[src/rtl/ppu_vram_port_ctrl_pkg.sv]
// Shared definitions for the PPU VRAM port controller: CPU register indices,
// port FSM states and VRAM address increment steps.
package ppu_vram_port_ctrl_pkg;

  localparam logic [2:0] IDX_PPUADDR = 3'd6;
  localparam logic [2:0] IDX_PPUDATA = 3'd7;

  localparam logic [5:0] INC_1  = 6'd1;
  localparam logic [5:0] INC_32 = 6'd32;

  typedef enum logic [2:0] {
    ST_IDLE     = 3'd0,
    ST_WAIT_BUS = 3'd1,
    ST_WRITE    = 3'd2,
    ST_READ     = 3'd3,
    ST_CAPTURE  = 3'd4,
    ST_INC      = 3'd5
  } state_t;

  function automatic logic [5:0] vram_inc(input logic inc32);
    return inc32 ? INC_32 : INC_1;
  endfunction

endpackage

[src/rtl/ppu_vram_addr_reg.sv]
// PPUADDR latch: temporary address t, live address v and the shared write toggle w,
// plus the post-access increment of v.
module ppu_vram_addr_reg
  import ppu_vram_port_ctrl_pkg::*;
#(
  parameter int ADDR_W = 14
) (
  input  logic              clk,
  input  logic              rst,
  input  logic              addr_wr,
  input  logic              status_read,
  input  logic              inc_stb,
  input  logic              defer,
  input  logic [7:0]        din,
  input  logic              inc32,
  output logic [ADDR_W-1:0] v
);

  logic [ADDR_W-1:0] r_t;
  logic [ADDR_W-1:0] r_v;
  logic              r_w;
  logic              r_v_pend;
  logic [ADDR_W-1:0] w_t_next;
  logic              w_hi_wr;
  logic              w_lo_wr;

  // A status read on the same clock as a $2006 write discards the write.
  assign w_hi_wr = addr_wr && !status_read && !r_w;
  assign w_lo_wr = addr_wr && !status_read && r_w;

  always_comb begin
    w_t_next = r_t;
    if (w_hi_wr) w_t_next[ADDR_W-1:8] = din[ADDR_W-9:0];
    if (w_lo_wr) w_t_next[7:0] = din;
  end

  always_ff @(posedge clk or posedge rst) begin
    if (rst) begin
      r_t      <= '0;
      r_v      <= '0;
      r_w      <= 1'b0;
      r_v_pend <= 1'b0;
    end else begin
      r_t <= w_t_next;
      if (status_read)  r_w <= 1'b0;
      else if (addr_wr) r_w <= ~r_w;

      // While an access is in flight v must stay put; a completed $2006 pair
      // replaces the increment when the access finishes.
      if (inc_stb) begin
        r_v      <= (r_v_pend || w_lo_wr) ? w_t_next : r_v + ADDR_W'(vram_inc(inc32));
        r_v_pend <= 1'b0;
      end else if (w_lo_wr) begin
        if (defer) r_v_pend <= 1'b1;
        else       r_v      <= w_t_next;
      end
    end
  end

  assign v = r_v;

endmodule

[src/rtl/ppu_vram_port_ctrl.sv]
// PPUADDR/PPUDATA port controller: decodes CPU $2006/$2007 accesses and sequences
// buffered reads and single-cycle writes on the PPU memory interface.
module ppu_vram_port_ctrl
  import ppu_vram_port_ctrl_pkg::*;
#(
  parameter int READ_LAT = 2,
  parameter int ADDR_W   = 14
) (
  input  logic              clk,
  input  logic              rst,
  input  logic              ph2_rising,
  input  logic              ph2_falling,
  input  logic              reg_sel,
  input  logic [2:0]        cpu_addr,
  input  logic              cpu_rnw,
  input  logic [7:0]        cpu_data_in,
  output logic [7:0]        cpu_data_out,
  input  logic              status_read,
  input  logic              ctrl_inc32,
  input  logic              render_active,
  output logic [ADDR_W-1:0] ppu_addr,
  output logic              ppu_wr_req,
  output logic [7:0]        ppu_din,
  input  logic [7:0]        ppu_dout,
  output logic              busy,
  output logic              overrun
);

  localparam int CNT_W = (READ_LAT > 1) ? $clog2(READ_LAT) : 1;

  state_t            r_state;
  logic              r_busy;
  logic              r_overrun;
  logic              r_is_rd;
  logic              r_wr_req;
  logic [7:0]        r_wdata;
  logic [7:0]        r_read_buf;
  logic [7:0]        r_cpu_data_out;
  logic [7:0]        r_ppu_din;
  logic [ADDR_W-1:0] r_ppu_addr;
  logic [CNT_W-1:0]  r_lat_cnt;

  logic [ADDR_W-1:0] w_v;
  logic              w_idx_data;
  logic              w_data_wr;
  logic              w_data_rd;
  logic              w_data_op;
  logic              w_addr_wr;
  logic              w_inc_stb;

  assign w_idx_data = reg_sel && (cpu_addr == IDX_PPUDATA);
  assign w_data_wr  = ph2_falling && w_idx_data && !cpu_rnw;
  assign w_data_rd  = ph2_rising && w_idx_data && cpu_rnw;
  assign w_data_op  = w_data_wr || w_data_rd;
  assign w_addr_wr  = ph2_falling && reg_sel && !cpu_rnw && (cpu_addr == IDX_PPUADDR);
  assign w_inc_stb  = (r_state == ST_INC);

  ppu_vram_addr_reg #(
    .ADDR_W (ADDR_W)
  ) u_addr_reg (
    .clk         (clk),
    .rst         (rst),
    .addr_wr     (w_addr_wr),
    .status_read (status_read),
    .inc_stb     (w_inc_stb),
    .defer       (r_busy),
    .din         (cpu_data_in),
    .inc32       (ctrl_inc32),
    .v           (w_v)
  );

  always_ff @(posedge clk or posedge rst) begin
    if (rst) begin
      r_state        <= ST_IDLE;
      r_busy         <= 1'b0;
      r_overrun      <= 1'b0;
      r_is_rd        <= 1'b0;
      r_wr_req       <= 1'b0;
      r_wdata        <= '0;
      r_read_buf     <= '0;
      r_cpu_data_out <= '0;
      r_ppu_din      <= '0;
      r_ppu_addr     <= '0;
      r_lat_cnt      <= '0;
    end else begin
      r_wr_req <= 1'b0;

      case (r_state)
        ST_IDLE: begin
          if (w_data_op) begin
            r_state <= ST_WAIT_BUS;
            r_busy  <= 1'b1;
            r_is_rd <= w_data_rd;
            if (w_data_wr) r_wdata <= cpu_data_in;
          end
        end
        ST_WAIT_BUS: begin
          // The fetch engine owns the bus; address and strobes stay frozen.
          if (!render_active) begin
            r_ppu_addr <= w_v;
            if (r_is_rd) begin
              r_state   <= ST_READ;
              r_lat_cnt <= '0;
            end else begin
              r_state   <= ST_WRITE;
              r_wr_req  <= 1'b1;
              r_ppu_din <= r_wdata;
            end
          end
        end
        ST_WRITE: begin
          r_ppu_din <= '0;
          r_state   <= ST_INC;
        end
        ST_READ: begin
          if (r_lat_cnt == CNT_W'(READ_LAT - 1)) r_state <= ST_CAPTURE;
          else                                   r_lat_cnt <= r_lat_cnt + CNT_W'(1);
        end
        ST_CAPTURE: begin
          r_read_buf <= ppu_dout;
          r_state    <= ST_INC;
        end
        ST_INC: begin
          r_state <= ST_IDLE;
          r_busy  <= 1'b0;
        end
        default: begin
          r_state <= ST_IDLE;
          r_busy  <= 1'b0;
        end
      endcase

      if (r_busy && w_data_op) r_overrun <= 1'b1;

      // Reads return the previously buffered byte; the new fetch refills the buffer.
      if (ph2_falling)                       r_cpu_data_out <= '0;
      else if (!r_busy && w_data_rd)         r_cpu_data_out <= r_read_buf;
    end
  end

  assign cpu_data_out = r_cpu_data_out;
  assign ppu_addr     = r_ppu_addr;
  assign ppu_wr_req   = r_wr_req;
  assign ppu_din      = r_ppu_din;
  assign busy         = r_busy;
  assign overrun      = r_overrun;

endmodule

[config.mk]
export PLATFORM = sky130hd
export DESIGN_NAME = ppu_vram_port_ctrl
export DESIGN_NICKNAME = d
export VERILOG_FILES = /design/src/rtl/ppu_vram_port_ctrl_pkg.sv /design/src/rtl/ppu_vram_addr_reg.sv /design/src/rtl/ppu_vram_port_ctrl.sv
export SDC_FILE = /design/constraint.sdc
export NUM_CORES = 1
export LEC_CHECK = 0
export CORE_ASPECT_RATIO = 0.75
export CORE_UTILIZATION = 40
export CTS_CLUSTER_SIZE = 14
export DETAILED_ROUTE_END_ITERATION = 8
export MAX_ROUTING_LAYER = met4
export REMOVE_ABC_BUFFERS = 1
export SYNTH_ARGS = -nofsm -noshare
export SYNTH_HDL_FRONTEND = slang
export SYNTH_HIERARCHICAL = 1
export SYNTH_SLANG_ARGS = --single-unit
[constraint.sdc]
create_clock -name clk -period 2.6 [get_ports clk]
set_clock_uncertainty 0.05 [all_clocks]
set_input_delay 0.52 -clock clk [delete_from_list [all_inputs] [get_ports clk]]
set_output_delay 0.52 -clock clk [all_outputs]
set_load 0.02 [all_outputs]
==> results.md <==
Synth:
- Among all flip-flop cells after synthesis, the most frequent one is sky130_fd_sc_hd__dfrtp_1.
- The flop and latch count out of synthesis is 84.
- The number of synthesized flops with an enable pin is 0.
- The cell taking the most area after synthesis is sky130_fd_sc_hd__dfrtp_1.
- The cell count after synthesis is 302.
- The yosys synthesis warning count is 6.
- The synthesized netlist occupies a cell area of 3800 µm².
- The share of synthesized area in the top cell type comes to 55.3%.
- Ranked by total cell area, the synthesized netlist is headed by sky130_fd_sc_hd__dfrtp_1 (55%), sky130_fd_sc_hd__mux2_2 (13%), sky130_fd_sc_hd__mux2i_1 (5.0%).
- The number of unique standard cell types used by synthesis is 55.
- Summing the sequential cell areas from Yosys gives 55.3% of the chip area.
- The mean post-synth cell area is 12.6 µm².
- The share of flip-flops with an asynchronous set or reset after synthesis is 100%.

Detailed routing:
- Dividing the detail-routed wire length by the instance count gives 16.2 µm.
- The routed design has 8390 µm of wire.
- The DRC violation total after the first TritonRoute iteration is 150.
- Once detail routing completed, the nets flagged for antenna violations numbered 0.
- The first detailed-routing pass ran for 4 iterations.
- After detailed routing, the number of remaining DRC violations is 0.
- Using the TritonRoute via totals, the vias-per-cell ratio works out to 5.14.
- The total via count in the routed design is 2658.

Die:
- The floorplan step defined a core boundary enclosing 9120 µm².
- Pin placement for this block handled 61 I/O pins.
- The count of standard-cell rows is 30.
- The initial utilization of the core area, before any placement, comes to 41.7%.
- The die extent in x is 115 µm.
- The die is 86.5 µm tall.
- The floorplan die area is 9910 µm².

Clock network:
- After clock tree synthesis, the clock-pin slew on the worst setup and hold paths is 0.06 ns.
- The clock net in this run drives a total of 84 sinks.
- TritonCTS created 9 clock buffers.
- The clock reaches the later pin of the worst-skew pair after 0.34 ns.
- The clock tree synthesis step divided the H-tree into 3 levels.
- After clock tree synthesis, the flow added hold-fix buffers numbering 0.
- The post-CTS setup-driven buffer insertion count is 0.
- The post-cts repair resize count is 0.
- TritonCTS built the clock tree.
- In this run the clock root is driven by a sky130_fd_sc_hd__clkbuf_16.
- No sink is reached through more buffers than the 2 on the longest clock path.

Layout:
- The area growth from synthesis to layout is 31.2%.
- In the final layout, the multi-input gates occupy 1580 µm².
- In the layout the commonest cells are sky130_fd_sc_hd__dfrtp_1 (84), sky130_fd_sc_hd__clkdlybuf4s50_1 (60), sky130_fd_sc_hd__mux2_2 (44), sky130_fd_sc_hd__nor2_1 (23), sky130_fd_sc_hd__buf_4 (21).
- The leading cell type in the layout, fill and taps excluded is sky130_fd_sc_hd__dfrtp_1.
- The summed area of non-filler cells in the final layout is 4990 µm².
- For this run, the post-layout net count is 415.
- Of the cells placed in the final design, the portion with a size suffix greater than 1 is 25.4%.
- The area occupied by registers is 2100 µm².
- The count of filler cells inserted in the layout is 819.
- The repair_antennas step left the layout with diodes totalling 0.
- The count of non-filler cells in the finished layout is 517.

STA:
- Setup violations remaining at the end of the flow were counted as 0.
- The relative max-transition margin is 69.1%.
- The post-route clock period utilization is 87.4%.
- The time the worst path needs with I/O delays and setup is 2.27 ns.
- The number of hold-slack violations in the final timing report is 0.
- Setup repair after global routing left no endpoint under its margin.
- The final number of max-transition violations is 0.
- The fmax is 0.440 GHz.
- The transition at the pin with the smallest max-transition slack is 0.464 ns.

Worst setup path:
- The worst-path cell with the longest stage delay is sky130_fd_sc_hd__clkdlybuf4s50_1.
- The terminus of the critical flop-to-flop path is u_addr_reg/v[13].
- Counting cells, the worst reg-to-reg path comes to 8.
- The launch point of the worst reg-to-reg path is r_state[2].
- The data required time at the worst endpoint is 2.76 ns.
- The count of buffer and inverter cells on the critical path is 1.
- The delay contributed by the slowest stage of the critical path is 0.41 ns.
- Traced cell by cell, the critical path runs through clkdlybuf4s50_1, nand2b_1, nor3_1, and3b_2, mux2_2, o22ai_1, o2bb2a_1.
- Of all nets on the critical path, the largest fanout is 5.
- STA puts the critical path data arrival time at 2.44 ns.
- The kind of start point of the critical path is an input pin.
- The category of cells accounting for the largest share of critical-path delay is simple AND/OR/NAND/NOR gates.
- The reg2reg setup slack is 0.38 ns.
- The critical path is of the in2reg type.
- The critical path endpoint category is a flop.

Flow run:
- Max-cap violations in this run came to 0.

Power and ir drop:
- For this design the ratio of total power to cell area is 951 nW/µm².
- Summed over all cells, the static leakage comes to 0.00230 µW.
- The highest ir drop seen on vdd is 567 µV.
- Total power for the finished layout comes to 4740 µW.

Hold path:
- The type of the worst min-delay path is reg2reg.
- The start point of the worst hold path is overrun.
- The cell depth of the worst min-delay path is 1.
- For hold timing, the worst endpoint is overrun.

GRT:
- The number of antenna violations at the first check in global routing is 0.
- The maximum number of pins on one net before global-route repair is 41.
- The remaining global-route overflow is 0.
- In the global route stage, overall resource usage came out at 19.3%.
- The first global-routing pass estimated 14100 µm of wire.
- The via count of the first global-routing pass is 2715.

Place:
- The count of buffers inserted at the top-level ports is 60.
- The cell area reported after detailed placement is 4680 µm².
- The number of instances in the placed design is 501.
- Detailed placement finished with a half-perimeter wire length of 6020 µm.
- At the end of routability-driven placement, the weighted congestion stood at 0.827.

Status:
- The flow ran to the end, and the final reports show no timing, DRC or antenna violations.
==> where the power goes <==
| group | switching, µW | leakage (µW) | total [µW] | internal [µW] |
|---|---|---|---|---|
| clock network | 515 | 0.000152 | 1310 | 798 |
| logic | 688 | 0.00105 | 1470 | 778 |
| registers | 302 | 0.00109 | 1960 | 1660 |
==> per-layer routing <==
metal	track usage [%]	wire length [µm]	share of wire (%)	vias to the layer above
met5	-	0	0	-
met4	6.38	79	0.94	0
met3	4.62	368	4.4	7
met2	25.9	3510	42	65
met1	28.4	4430	53	1315
li1	-	-	-	1271
==> cells in the mapped netlist, drive strengths merged (3+ instances only) <==
| master | n |
|---|---|
| nor3b | 3 |
| o22ai | 10 |
| a311oi | 3 |
| ha | 3 |
| clkbuf | 3 |
| dfrtp | 84 |
| nor2 | 25 |
| nand4 | 3 |
| a21o | 3 |
| a21oi | 9 |
| buf | 9 |
| mux2 | 45 |
| mux2i | 19 |
| and3 | 4 |
| o21ai | 7 |
| nand3 | 3 |
| inv | 9 |
| nand2 | 10 |
| a211oi | 6 |
| nor3 | 14 |
==> stage by stage <==
step | setup slack [ns] | utilization [%] | hold WS (ns) | setup TNS (ns)
CTS | 0.301 | 54.7 | 0.418 | 0
finish | 0.327 | 54.7 | 0.416 | 0
global route | 0.178 | 54.7 | 0.447 | 0
floorplan | 0.135 | - | 0.397 | 0
global placement | -0.0167 | 51.3 | 0.395 | -0.0167
detailed placement | -0.0636 | 51.3 | 0.400 | -0.189
==> cells by family (layout without fill, tap and decap cells) <==
kind of cell	count (synthesis)	after routing	synth area share [%]
fa+ha+maj	3	3	0.987
buf+inv	21	108	3.16
xor+xnor	1	1	0.230
mux	64	64	18.4
flops	84	84	55.3
compound gates	52	52	9.61
simple gates	77	77	12.3
==> how the worst max path moves through the flow <==
stage                           end  depth (start not counted)  slack (ns)    start
global route        u_addr_reg/v[5]                          8        0.18  cpu_rnw
detailed placement  u_addr_reg/v[2]                          7       -0.06  cpu_rnw
CTS                 u_addr_reg/v[2]                          7        0.30  cpu_rnw
global placement    u_addr_reg/v[2]                          7       -0.02  cpu_rnw
floorplan           u_addr_reg/v[2]                          6        0.14  cpu_rnw
finish              u_addr_reg/v[6]                          7        0.33  cpu_rnw
==> flip-flops by register name, summed over array words and instances, names as in the netlist, 3 cells and up <==
signal          flops
cpu_data_out        8
ppu_addr           14
ppu_din             8
r_read_buf          8
r_state             3
r_wdata             8
u_addr_reg/r_t     14
u_addr_reg/v       14
==> final cells by class <==
cell class              instances  area share [%]
clock inverters                 5            1.20
repair buffers                 83            16.0
clock buffers                  11            5.07
well taps                     128            3.21
inverters                       9           0.677
multi-input cells             197            31.7
flip-flops and latches         84            42.1
(Power assumes the default switching activity.)
